===== src/rtl/seg7_scan_driver.sv =====
// Eight-digit multiplexed 7-segment driver: digit register file, DISPLAY/BLANK scan FSM,
// and registered active-low segment and anode outputs with one dead cycle between digits.
module seg7_scan_driver #(
    parameter int unsigned SCAN_DIV = 4
) (
    input  logic       sys_clk,
    input  logic       sys_rst,
    input  logic       wr_en,
    input  logic [2:0] wr_addr,
    input  logic [4:0] wr_data,
    input  logic [7:0] digit_en,
    output logic       CA,
    output logic       CB,
    output logic       CC,
    output logic       CD,
    output logic       CE,
    output logic       CF,
    output logic       CG,
    output logic       DP,
    output logic [7:0] AN,
    output logic       frame_done
);

    typedef enum logic {
        ST_DISPLAY = 1'b0,
        ST_BLANK   = 1'b1
    } state_t;

    localparam logic [15:0] CNT_LAST = 16'(SCAN_DIV - 1);

    // Hex digit to {a..g}, active-low.
    function automatic logic [6:0] seg7_decode(input logic [3:0] hex);
        case (hex)
            4'h0:    return 7'b0000001;
            4'h1:    return 7'b1001111;
            4'h2:    return 7'b0010010;
            4'h3:    return 7'b0000110;
            4'h4:    return 7'b1001100;
            4'h5:    return 7'b0100100;
            4'h6:    return 7'b0100000;
            4'h7:    return 7'b0001111;
            4'h8:    return 7'b0000000;
            4'h9:    return 7'b0000100;
            4'hA:    return 7'b0001000;
            4'hB:    return 7'b1100000;
            4'hC:    return 7'b0110001;
            4'hD:    return 7'b1000010;
            4'hE:    return 7'b0110000;
            default: return 7'b0111000;
        endcase
    endfunction

    logic [4:0]  digit_mem [8];
    state_t      state;
    logic [15:0] cnt;
    logic [2:0]  idx;
    logic [4:0]  cur_entry;
    logic        show;

    logic [7:0]  an_p0;
    logic [6:0]  seg_p0;
    logic        dp_p0;
    logic        frame_done_p0;

    assign cur_entry = digit_mem[idx];
    assign show      = (state == ST_DISPLAY) && digit_en[idx];

    always_ff @(posedge sys_clk or posedge sys_rst) begin
        if (sys_rst) begin
            for (int i = 0; i < 8; i++) digit_mem[i] <= 5'b00000;
        end else if (wr_en) begin
            digit_mem[wr_addr] <= wr_data;
        end
    end

    // Stage p0: outputs are computed from the state, index and digit data present before the edge.
    always_ff @(posedge sys_clk or posedge sys_rst) begin
        if (sys_rst) begin
            state         <= ST_DISPLAY;
            cnt           <= 16'd0;
            idx           <= 3'd0;
            an_p0         <= 8'hFF;
            seg_p0        <= 7'h7F;
            dp_p0         <= 1'b1;
            frame_done_p0 <= 1'b0;
        end else begin
            an_p0         <= show ? ~(8'd1 << idx) : 8'hFF;
            seg_p0        <= show ? seg7_decode(cur_entry[3:0]) : 7'h7F;
            dp_p0         <= show ? ~cur_entry[4] : 1'b1;
            frame_done_p0 <= (state == ST_BLANK) && (idx == 3'd7);
            case (state)
                ST_DISPLAY: begin
                    if (cnt == CNT_LAST) begin
                        state <= ST_BLANK;
                        cnt   <= 16'd0;
                    end else begin
                        cnt <= cnt + 16'd1;
                    end
                end
                default: begin
                    state <= ST_DISPLAY;
                    idx   <= idx + 3'd1;
                end
            endcase
        end
    end

    assign {CA, CB, CC, CD, CE, CF, CG} = seg_p0;
    assign DP         = dp_p0;
    assign AN         = an_p0;
    assign frame_done = frame_done_p0;

endmodule


===== config.mk =====
export PLATFORM = sky130hd
export DESIGN_NAME = seg7_scan_driver
export DESIGN_NICKNAME = d
export VERILOG_FILES = /design/src/rtl/seg7_scan_driver.sv
export SDC_FILE = /design/constraint.sdc
export NUM_CORES = 1
export LEC_CHECK = 0
export ABC_AREA = 0
export CORE_ASPECT_RATIO = 2
export CORE_UTILIZATION = 61
export DETAILED_ROUTE_END_ITERATION = 16
export PLACE_DENSITY = 0.82
export SYNTH_ARGS = -nofsm -noshare
export SYNTH_HDL_FRONTEND = slang
export SYNTH_SLANG_ARGS = --single-unit

===== constraint.sdc =====
create_clock -name sys_clk -period 7.6 [get_ports sys_clk]
set_input_delay 1.52 -clock sys_clk [delete_from_list [all_inputs] [get_ports sys_clk]]
set_output_delay 1.52 -clock sys_clk [all_outputs]
set_load 0.03 [all_outputs]

==> results of run 1 <==
## per-layer routing
metal  track usage  wire length [µm]  vias up
met5             0                 0        -
met4         0.161               299        0
met3        0.0484               187       17
met2         0.457              4000       44
met1         0.261              2530     1166
li1              -                 -     1078
## synth_stat cells (all sizes together) (3+ instances only)
cell type  number  area share
mux2           44        0.13
mux2i           8       0.025
nor2           12       0.013
o21ai           4      0.0054
nor4            3      0.0050
clkbuf          4       0.012
nor3b           3      0.0061
nand4           3      0.0050
inv             8      0.0081
and3            3      0.0050
nor2b           3      0.0050
ha             13       0.044
o221ai          5       0.012
a21oi           3      0.0040
nand3           7      0.0094
dfrtp          61        0.41
nand4b          3      0.0071
xor2            6       0.014
nor3            5      0.0067
nand2          24       0.024
buf             4       0.010
mux4           10       0.065
xnor2           9       0.021
dfstp          16        0.11
## cell type report
cell class / instances / area, µm²
well taps: 61 / 76.3
clock inverters: 5 / 50.0
repair buffers: 37 / 365
multi-input cells: 183 / 1660
flip-flops and latches: 77 / 1950
fillers: 382 / 1440
inverters: 8 / 30.0
clock buffers: 11 / 243
## logic make-up after synthesis
| family | Yosys count | share of synthesized area |
|---|---|---|
| mux | 62 | 0.223 |
| fa+ha+maj | 13 | 0.0438 |
| xor+xnor | 15 | 0.0353 |
| compound gates | 18 | 0.0394 |
| flops | 77 | 0.524 |
| buf+inv | 16 | 0.0306 |
| simple gates | 75 | 0.104 |
## critical path: cells and delay by family
family / cells / cell delay, ps
buffers and inverters: 1 / 480
multiplexers: 1 / 420
AND/OR/NAND/NOR: 2 / 1120
## worst max-delay path by stage
stage	from	end	cells after the start
after CTS	wr_addr[0]	digit_mem[17]$_DFFE_PP0P_	4
after detailed placement	wr_addr[0]	digit_mem[17]$_DFFE_PP0P_	4
after floorplan	sys_rst	cnt[0]$_DFFE_PP0N_	1
after global routing	wr_addr[0]	digit_mem[17]$_DFFE_PP0P_	4
after global placement	wr_addr[0]	digit_mem[15]$_DFFE_PP0P_	4
final	wr_addr[0]	digit_mem[17]$_DFFE_PP0P_	4
## power by group
part           switching, mW  internal (mW)
combinational         0.0908         0.0983
clock                  0.156          0.260
sequential            0.0259          0.471
total                  0.273          0.830
## flip-flops by register name, summed over array words and instances (netlist names)
name,flops
digit_mem,40
cnt,16
AN,8
seg_p0,7
idx,3
DP,1
frame_done,1
state,1
==> results.sh, run 1 <==
export IMPL_status="complete, but fails checks"
export IMPL_violations="design-rule violations"
export IMPL_dp_cells=366
export IMPL_die_h_um=112
export IMPL_place_hpwl_um=4960
export IMPL_cp_required_ps=7820
export IMPL_root_buffer="clkbuf_16"
export IMPL_holdWs_ps=498
export IMPL_setup_viol=0
export IMPL_ctsLongestPathBuffers=2
export IMPL_path_clk_slew_ps=60
export IMPL_cp_end_kind="flip-flop"
export IMPL_grt_overflow_total=0
export IMPL_fin_area_um2=4370
export IMPL_regToRegSetupSlack_ps=4710
export IMPL_final_common_cell="dfrtp_1"
export IMPL_tightest_slew_ps=1090
export IMPL_synth_seq_area_share=0.524
export IMPL_cp_start_kind="input port"
export IMPL_pre_cts_ws_ps=3950
export IMPL_clock_latency_ps=340
export IMPL_drive_gt1_frac=0.283
export IMPL_synthToLayoutAreaGrowth_pct=17.5
export IMPL_vias=2305
export IMPL_cts_hold_buf=0
export IMPL_fin_util=0.752
export IMPL_grtUsageTotal=0.254
export IMPL_layout_common_cells="61 x dfrtp_1, 44 x mux2_2, 35 x clkdlybuf4s50_1, 24 x nand2_1, 16 x dfstp_2"
export IMPL_p_per_area_nw_per_um2=253
export IMPL_cts_made_buffers=9
export IMPL_critPathSlowestCell="nor3b_1"
export IMPL_layout_nets=348
export IMPL_firstDrtPassIters=10
export IMPL_cts_tree="built"
export IMPL_power_mw=1.10
export IMPL_maxSlewViolCount=0
export IMPL_grt_max_degree=78
export IMPL_grt_first_pass_wirelength_um=11900
export IMPL_final_cell_count_no_fill=382
export IMPL_drv_cap=0
export IMPL_rows=39
export IMPL_coreArea_um2=5810
export IMPL_synth_cell_type_count=41
export IMPL_path_class="in -> reg"
export IMPL_synth_area_um2=3720
export IMPL_start_util=0.640
export IMPL_clock_sinks=77
export IMPL_htreeDepth=3
export IMPL_max_freq_mhz=301
export IMPL_synth_edff_count=0
export IMPL_die_area_um2=6430
export IMPL_ios=36
export IMPL_leakagePower_nw=1.93
export IMPL_cp_cell_sequence="clkdlybuf4s50_1, nand2b_1, nor3b_1, mux2_2"
export IMPL_r2r_worst_path_cells=7
export IMPL_grt_pass1_vias=2429
export IMPL_rsz0062_at_grt="no"
export IMPL_dpl_cell_area_um2=4080
export IMPL_hold_path_depth=1
export IMPL_slowest_delay_ps=900
export IMPL_synthFlopType="dfrtp_1"
export IMPL_die_w_um=57.2
export IMPL_drcViolationCount=4
export IMPL_netlist_instances=276
export IMPL_ys_async_sr_fraction=1.00
export IMPL_hp_start="digit_mem[7]$_DFFE_PP0P_"
export IMPL_relSlewSlack=0.274
export IMPL_tns_ps=0
export IMPL_final_hold_viol_count=0
export IMPL_power_ir_vdd_worst_mv=0.202
export IMPL_worst_ep_arrival_time_ps=3540
export IMPL_final_antenna_net_count=0
export IMPL_synth_warnings=0
export IMPL_drt_wl_total_um=7020
export IMPL_layout_setup_ws_ps=4280
export IMPL_cts_resized=0
export IMPL_fin_crit_sh=0.437
export IMPL_synth_seq_cells=77
export IMPL_viasPerCell=6.03
export IMPL_hold_path_class="reg -> reg"
export IMPL_port_buffers=35
export IMPL_reg2reg_from="idx[0]$_DFFE_PP0P_"
export IMPL_post_cts_buffers=0
export IMPL_antennaDiodeCount=0
export IMPL_reg2reg_to="seg_p0[3]$_DFF_PP1_"
export IMPL_avgRoutedWirePerCell_um=18.4
export IMPL_syn_nets=308
export IMPL_antenna_found_initial=0
export IMPL_gp_congestion=0.838
export IMPL_avgSynthCellArea_um2=13.5
export IMPL_holdPathEnd="digit_mem[7]$_DFFE_PP0P_"
export IMPL_period_minus_slack_ps=3320
export IMPL_critPathMaxFanout=6
export IMPL_finalClockSkew_ps=4.47
export IMPL_initialDrtViolationCount=117
No activity file was read; power rests on OpenSTA's default activity.
==> run 2: changes to the inputs <==
--- a/config.mk
+++ b/config.mk
@@ -7,9 +7,9 @@
 export LEC_CHECK = 0
 export ABC_AREA = 0
 export CORE_ASPECT_RATIO = 2
-export CORE_UTILIZATION = 61
+export CORE_UTILIZATION = 57
 export DETAILED_ROUTE_END_ITERATION = 16
-export PLACE_DENSITY = 0.82
+export PLACE_DENSITY = 0.78
 export SYNTH_ARGS = -nofsm -noshare
 export SYNTH_HDL_FRONTEND = slang
 export SYNTH_SLANG_ARGS = --single-unit
==> constraint.sdc (replaced) <==
create_clock -name sys_clk -period 3.4 [get_ports sys_clk]
set_input_delay 0.68 -clock sys_clk [delete_from_list [all_inputs] [get_ports sys_clk]]
set_output_delay 0.68 -clock sys_clk [all_outputs]
set_load 0.03 [all_outputs]
==> results.sh, run 2 (synthesis results as in run 1) <==
export IMPL_status="completed"
export IMPL_final_antenna_net_count=0
export IMPL_worst_ep_arrival_time_ps=2740
export IMPL_path_class="reg -> reg"
export IMPL_die_area_um2=6870
export IMPL_largest_reg_flops=40
export IMPL_coreArea_um2=6310
export IMPL_hold_path_class="reg -> reg"
export IMPL_gp_congestion=0.874
export IMPL_ctsLongestPathBuffers=2
export IMPL_clock_latency_ps=330
export IMPL_vias=2340
export IMPL_leakagePower_nw=1.93
export IMPL_rsz0062_at_grt="no"
export IMPL_holdPathEnd="digit_mem[8]$_DFFE_PP0P_"
export IMPL_p_per_area_nw_per_um2=558
export IMPL_relSlewSlack=0.355
export IMPL_power_mw=2.47
export IMPL_setup_viol=0
export IMPL_cp_required_ps=3650
export IMPL_cp_end_kind="flip-flop"
export IMPL_synthToLayoutAreaGrowth_pct=18.9
export IMPL_cts_tree="built"
export IMPL_slowest_delay_ps=680
export IMPL_drcViolationCount=0
export IMPL_port_buffers=35
export IMPL_max_freq_mhz=402
export IMPL_finalClockSkew_ps=7.74
export IMPL_tightest_slew_ps=966
export IMPL_cts_hold_buf=0
export IMPL_cts_resized=0
export IMPL_power_ir_vdd_worst_mv=0.459
export IMPL_layout_common_cells="61 x dfrtp_1, 44 x mux2_2, 35 x clkdlybuf4s50_1, 24 x nand2_1, 16 x dfstp_2"
export IMPL_critPathTopFamily="multiplexers"
export IMPL_period_minus_slack_ps=2490
export IMPL_antenna_found_initial=0
export IMPL_top_register="digit_mem"
export IMPL_regToRegSetupSlack_ps=910
export IMPL_drv_cap=0
export IMPL_reg2reg_from="idx[2]$_DFFE_PP0P_"
export IMPL_fin_util=0.701
export IMPL_ios=36
export IMPL_initialDrtViolationCount=104
export IMPL_cts_made_buffers=9
export IMPL_layout_setup_ws_ps=910
export IMPL_avgRoutedWirePerCell_um=18.1
export IMPL_cp_cell_sequence="mux4_2, mux2_2, ha_1, o21ai_0, o211ai_4, a211o_1"
export IMPL_tns_ps=0
export IMPL_drive_gt1_frac=0.276
export IMPL_place_hpwl_um=5500
export IMPL_grt_first_pass_wirelength_um=12000
export IMPL_layout_nets=350
export IMPL_drt_wl_total_um=7390
export IMPL_htreeDepth=3
export IMPL_die_h_um=116
export IMPL_rows=41
export IMPL_die_w_um=59.1
export IMPL_grt_max_degree=78
export IMPL_critPathSlowestCell="dfrtp_1"
export IMPL_fin_crit_sh=0.732
export IMPL_maxSlewViolCount=0
export IMPL_clock_sinks=77
export IMPL_hp_start="digit_mem[8]$_DFFE_PP0P_"
export IMPL_grt_pass1_vias=2439
export IMPL_antennaDiodeCount=0
export IMPL_hold_path_depth=1
export IMPL_pre_cts_ws_ps=719
export IMPL_final_common_cell="dfrtp_1"
export IMPL_root_buffer="clkbuf_16"
export IMPL_grt_overflow_total=0
export IMPL_firstDrtPassIters=4
export IMPL_fin_area_um2=4420
export IMPL_cp_start_kind="flip-flop"
export IMPL_path_clk_slew_ps=60
export IMPL_start_util=0.589
export IMPL_post_cts_buffers=0
export IMPL_r2r_worst_path_cells=6
export IMPL_worst_path_buf_inv=0
export IMPL_dpl_cell_area_um2=4130
export IMPL_reg2reg_to="seg_p0[3]$_DFF_PP1_"
export IMPL_final_hold_viol_count=0
export IMPL_critPathMaxFanout=14
export IMPL_viasPerCell=5.72
export IMPL_grtUsageTotal=0.246
-- run 2: power by group --
| group | internal (mW) | switching [mW] |
|---|---|---|
| clock | 0.589 | 0.325 |
| combinational | 0.222 | 0.210 |
| sequential | 1.05 | 0.0655 |
-- run 2: metal layers --
metal | vias up | part of all wire | GRT usage
met4 | 0 | 0.026 | 0.113
met5 | - | 0 | 0
met2 | 53 | 0.60 | 0.466
li1 | 1080 | - | -
met1 | 1190 | 0.35 | 0.244
met3 | 17 | 0.028 | 0.0576
-- run 2: final cells by class --
cell class / instances / area [µm²]
sequential: 77 / 1950
fill: 472 / 1890
multi-input combinational: 183 / 1660
timing repair buffer: 39 / 393
clock buffer: 15 / 258
tap: 86 / 108
clock inverter: 1 / 30.0
inverter: 8 / 30.0
-- run 2: how the worst max path moves through the flow --
| stage | start | endpoint | slack, ps | cells past startpoint |
|---|---|---|---|---|
| finish | idx[2]$_DFFE_PP0P_ | seg_p0[3]$_DFF_PP1_ | 910 | 6 |
| global route | idx[2]$_DFFE_PP0P_ | seg_p0[3]$_DFF_PP1_ | 800 | 6 |
| CTS | idx[2]$_DFFE_PP0P_ | seg_p0[3]$_DFF_PP1_ | 910 | 6 |
| detailed placement | wr_addr[0] | digit_mem[18]$_DFFE_PP0P_ | 720 | 4 |
| global placement | wr_addr[0] | digit_mem[19]$_DFFE_PP0P_ | 790 | 4 |
| floorplan | sys_rst | cnt[0]$_DFFE_PP0N_ | 780 | 1 |
-- run 2: metrics by stage --
stage | hold slack (ps) | std cells
6_report | 502 | 409
5_1_grt | 522 | 409
4_1_cts | 502 | 409
3_5_place_dp | 490 | 393
3_3_place_gp | 482 | 393
2_1_floorplan | 461 | 276
==> run 3: changes to the inputs <==
--- a/config.mk
+++ b/config.mk
@@ -7,9 +7,9 @@
 export LEC_CHECK = 0
 export ABC_AREA = 0
 export CORE_ASPECT_RATIO = 2
-export CORE_UTILIZATION = 57
+export CORE_UTILIZATION = 51
 export DETAILED_ROUTE_END_ITERATION = 16
-export PLACE_DENSITY = 0.78
+export PLACE_DENSITY = 0.73
 export SYNTH_ARGS = -nofsm -noshare
 export SYNTH_HDL_FRONTEND = slang
 export SYNTH_SLANG_ARGS = --single-unit
==> constraint.sdc (replaced) <==
create_clock -name sys_clk -period 2.1 [get_ports sys_clk]
set_input_delay 0.42 -clock sys_clk [delete_from_list [all_inputs] [get_ports sys_clk]]
set_output_delay 0.42 -clock sys_clk [all_outputs]
set_load 0.03 [all_outputs]
==> results.sh, run 3 (synthesis results as in run 1) <==
export IMPL_status="completed"
export IMPL_grt_pass1_vias=2641
export IMPL_cp_end_kind="flip-flop"
export IMPL_path_clk_slew_ps=60
export IMPL_grt_first_pass_wirelength_um=12700
export IMPL_grtUsageTotal=0.229
export IMPL_fin_crit_sh=0.963
export IMPL_drcViolationCount=0
export IMPL_root_buffer="clkbuf_16"
export IMPL_max_freq_mhz=494
export IMPL_holdWs_ps=499
export IMPL_rsz0062_at_grt="no"
export IMPL_p_sw_frac=0.250
export IMPL_seqPwrFrac=0.438
export IMPL_htreeDepth=3
export IMPL_die_h_um=123
export IMPL_initialDrtViolationCount=135
export IMPL_start_util=0.531
export IMPL_gp_congestion=0.869
export IMPL_leakagePower_nw=2.03
export IMPL_cts_made_buffers=9
export IMPL_p_int_mw=3.11
export IMPL_p_switching_mw=1.03
export IMPL_hold_path_depth=1
export IMPL_largest_reg_flops=40
export IMPL_relSlewSlack=0.718
export IMPL_layout_common_cells="59 x dfrtp_1, 43 x mux2_2, 35 x clkdlybuf4s50_1, 23 x nand2_1, 20 x buf_4"
export IMPL_ctsLongestPathBuffers=2
export IMPL_pre_cts_ws_ps=-35.6
export IMPL_synthToLayoutAreaGrowth_pct=24.2
export IMPL_finalClockSkew_ps=8.33
export IMPL_place_hpwl_um=5700
export IMPL_power_frac_comb=0.187
export IMPL_worst_ep_arrival_time_ps=2290
export IMPL_layout_nets=368
export IMPL_cts_tree="built"
export IMPL_coreArea_um2=6990
export IMPL_power_mw=4.14
export IMPL_port_buffers=35
export IMPL_p_per_area_nw_per_um2=898
export IMPL_final_common_cell="dfrtp_1"
export IMPL_die_w_um=62.4
export IMPL_cp_required_ps=2370
export IMPL_grt_overflow_total=0
export IMPL_viasPerCell=5.62
export IMPL_fillCellCount=544
export IMPL_r2r_worst_path_cells=6
export IMPL_vias=2424
export IMPL_layout_setup_ws_ps=77.7
export IMPL_period_minus_slack_ps=2020
export IMPL_maxSlewViolCount=0
export IMPL_hold_path_class="reg -> reg"
export IMPL_top_register="digit_mem"
export IMPL_antenna_found_initial=0
export IMPL_antennaDiodeCount=0
export IMPL_setup_viol=0
export IMPL_firstDrtPassIters=4
export IMPL_cts_hold_buf=0
export IMPL_tightest_slew_ps=419
export IMPL_drive_gt1_frac=0.352
export IMPL_die_area_um2=7660
export IMPL_clock_latency_ps=340
export IMPL_final_antenna_net_count=0
export IMPL_power_ir_vdd_worst_mv=0.735
export IMPL_final_hold_viol_count=0
export IMPL_clock_sinks=77
export IMPL_critPathMaxFanout=6
export IMPL_grt_max_degree=78
export IMPL_clock_power_share=0.375
export IMPL_rows=43
export IMPL_avgRoutedWirePerCell_um=17.8
export IMPL_drv_cap=0
export IMPL_ios=36
export IMPL_cp_start_kind="flip-flop"
export IMPL_drt_wl_total_um=7690
export IMPL_path_class="reg -> reg"
## run 3: cell count changes in the layout (fill, tap and decap cells not counted), moves of 2 or more
cell      change
ha_1          -3
clkbuf_1      -3
o21ai_0       -2
buf_4        +17
ha_2          +2
inv_1         -2
dfrtp_1       -2
dfrtp_2       +2
## run 3: power groups by stage
stage	sequential (mW)	combinational (mW)	clock (mW)
after floorplan	1.86	0.460	0
after global placement	1.83	0.752	0
after detailed placement	1.84	0.773	0
after CTS	1.81	0.777	1.58
after global routing	1.84	0.841	1.64
final	1.82	0.775	1.55
## run 3: metal layers
layer	vias up	track usage	wire length, µm
li1	1121	-	-
met1	1229	0.211	2610
met2	50	0.439	4520
met3	24	0.0446	178
met4	0	0.163	376
met5	-	0	0
## run 3: repair_timing
action                                  in CTS  in global routing
endpoints found under the setup margin       5                  7
gates resized for setup                      2                  7
pin swaps                                    0                  1
setup buffers                                0                  0
## run 3: final timing paths
kind / start / end / slack, ps
worst max-delay path: idx[2]$_DFFE_PP0P_ / seg_p0[3]$_DFF_PP1_ / 80
worst min-delay path: digit_mem[18]$_DFFE_PP0P_ / digit_mem[18]$_DFFE_PP0P_ / 500
worst max register to register: idx[2]$_DFFE_PP0P_ / seg_p0[3]$_DFF_PP1_ / 80
worst min register to register: digit_mem[18]$_DFFE_PP0P_ / digit_mem[18]$_DFFE_PP0P_ / 500
max in group asynchronous: sys_rst / AN[4]$_DFF_PP1_ / 1210
min in group asynchronous: sys_rst / digit_mem[12]$_DFFE_PP0P_ / 530
## run 3: final cells by class
type / count / area, µm² / share of cell area
flip-flops and latches: 77 / 1950 / 0.422
clock inverters: 3 / 43.8 / 0.00949
inverters: 8 / 33.8 / 0.00732
repair buffers: 57 / 536 / 0.116
well taps: 90 / 113 / 0.0244
clock buffers: 13 / 260 / 0.0564
multi-input cells: 183 / 1680 / 0.364
## run 3: critical path, cell delays in order, from the launching register on
cell      delay [ps]
dfrtp_2          440
mux4_2           510
mux2_4           310
ha_2             220
o21ai_2           80
o211ai_4          80
a211o_1          300
## run 3: through the flow
| step | setup TNS, ps | utilization | area, µm² | cells |
|---|---|---|---|---|
| floorplan | 0 | - | 3740 | 276 |
| global placement | 0 | 0.615 | 4300 | 415 |
| detailed placement | -61.7 | 0.615 | 4300 | 415 |
| CTS | 0 | 0.659 | 4610 | 431 |
| global route | 0 | 0.660 | 4620 | 431 |
| finish | 0 | 0.660 | 4620 | 431 |
==> patch (settings of run 1) <==
Put one more register stage on the output `AN`. The value now appears one clock later. The other outputs are not delayed to match.
--- a/src/rtl/seg7_scan_driver.sv
+++ b/src/rtl/seg7_scan_driver.sv
@@ -107,7 +107,9 @@
 
     assign {CA, CB, CC, CD, CE, CF, CG} = seg_p0;
     assign DP         = dp_p0;
-    assign AN         = an_p0;
+    always_ff @(posedge sys_clk) begin
+        AN <= an_p0;
+    end
     assign frame_done = frame_done_p0;
 
 endmodule
Formal check against the unedited RTL: not equivalent (Yosys sat finds a counterexample within 4 cycles, from zero or initial values and one cycle with sys_rst high).
==> patch against run 1 <==
- worst hold slack got worse by 100 ps
- synthesized cell count rose by 4.3%
- final area rose by 4.3%
- largest cell class unchanged
- setup slack improved by 160 ps
- total power rose by 5.2%
- register-to-register slack improved by 320 ps
- global-route usage fell by 0.21 points
- critical path depth did not move
- routed wire length rose by 2.5%
- sequential cell count rose by 8
- synthesized area rose by 3.5%
==> patch: results (changes against run 1) <==
The logs give 4180 ps (+224 ps) for the post-place setup slack and 396 ps (-102 ps) for the final-layout worst hold slack. The proportion of power drawn by combinational gates is 0.161 (-0.010). The synthesized area divided by synthesized cell count was 13.4 um2 (-0.81%). The cell count after placement is 402 (+9.8%). The switching power as a share of total power came out at 0.262 (+0.0150). The tools report the number of different library cells in the post-synthesis netlist as 46 (+12%). The post-layout worst setup margin is 4440 ps (+159 ps).

Final RePlAce weighted congestion: 0.828 (-1.2%). The tools report the critical path data arrival time as 3390 ps (-150 ps). In the post-synthesis netlist, the biggest area contributors are sky130_fd_sc_hd__dfrtp_1, sky130_fd_sc_hd__mux2_2, sky130_fd_sc_hd__dfstp_2.

The power in sequential cells came out at 0.541 mW (+8.9%). The via count of the first global-routing pass is 2485 (+2.3%). The leakage power total came out at 1.96 nW (+1.9%). The net count of the mapped netlist was 320 (+3.9%). The run gives 5030 ps (+320 ps) as the register-to-register setup slack.

The hold path depth was 0 (-1). The tools report the HPWL after detailed placement as 5.18 mm (+4.4%). The worst supply voltage drop on vdd is 0.241 mV (+19%), and the routed metal-1 wirelength is 2.58 mm (+2.0%).

The logic depth of the worst register-to-register path is 9 (+2). The share of post-route cells with drive strength above 1 works out to 0.263 (-0.0200). The number of fill cells in the layout is 401 (+5.0%). The flow ran to the end, and the final reports show no timing, DRC or antenna violations. The run gives 4 (-6) as the number of search-and-repair iterations in the first detailed-routing pass. The relative slew slack is 0.367 (+0.0931), and the met3 wire length is 173 um (-7.5%). The via-per-instance ratio works out to 5.67 (-6.1%). The tools report the number of standard cells in the final layout excluding fillers as 418 (+9.4%). The number of nets in the layout is 361 (+3.7%). The proportion of register bits with asynchronous set or reset after synthesis is 0.906 (-0.0941), and the number of DRC violations after detailed routing is 0 (-4). Routed wire length: 7.20 mm (+2.5%). After synthesis, the most frequently instantiated cells are sky130_fd_sc_hd__dfrtp_1, sky130_fd_sc_hd__mux2_2, sky130_fd_sc_hd__nand2_1. The worst-case clock skew was 7.72 ps (+3.26 ps); the net switching power figure was 0.304 mW (+12%).

The sequential-to-total area share from yosys stat was 0.548 (+0.0239); the global-route wire length before repair was 12.0 mm (+1.2%). The cell area after placement came out at 4260 um2 (+4.5%).
patch: cell count changes in the layout (fill, tap and decap cells not counted), moves of 3 or more:
cell                       delta
sky130_fd_sc_hd__clkinv_2     -4
sky130_fd_sc_hd__dfxtp_1      +8
sky130_fd_sc_hd__nand2_1      +4
sky130_fd_sc_hd__inv_6        +3
patch: final timing paths:
path	startpoint	end
worst max-delay path	wr_addr[0]	digit_mem[27]
worst min-delay path	an_p0[3]	AN[3]
worst max register to register	idx[0]	seg_p0[3]
worst min register to register	an_p0[3]	AN[3]
max in group asynchronous	sys_rst	cnt[14]
min in group asynchronous	sys_rst	digit_mem[2]
patch: layout make-up:
| type | count | area [um2] | share of cell area |
|---|---|---|---|
| well taps | 84 | 105 | 0.0231 |
| flip-flops and latches | 85 | 2110 | 0.462 |
| inverters | 9 | 33.8 | 0.00741 |
| clock buffers | 10 | 250 | 0.0549 |
| multi-input cells | 187 | 1650 | 0.361 |
| clock inverters | 6 | 50.0 | 0.0110 |
| repair buffers | 37 | 365 | 0.0802 |
patch: layer usage:
layer / track usage / vias up
met5: 0 / -
met4: 0.121 / 0
met3: 0.0712 / 16
met2: 0.459 / 44
met1: 0.255 / 1201
li1: - / 1108
patch: kinds of logic (layout without fill, tap and decap cells):
group	Yosys count	count (layout)	synth area share
flip-flops	85	85	0.548
AND/OR/NAND/NOR	79	79	0.104
multiplexers	59	59	0.206
AO/OA/AOI/OAI	20	20	0.0387
XOR/XNOR	16	16	0.0364
buffers and inverters	16	62	0.0247
adder cells (fa/ha/maj)	13	13	0.0423
patch: worst max-delay path, stage by stage:
cell and delay, ps:
sky130_fd_sc_hd__clkdlybuf4s50_1 490, sky130_fd_sc_hd__nand2b_1 230, sky130_fd_sc_hd__nor3b_1 740, sky130_fd_sc_hd__mux2_2 410
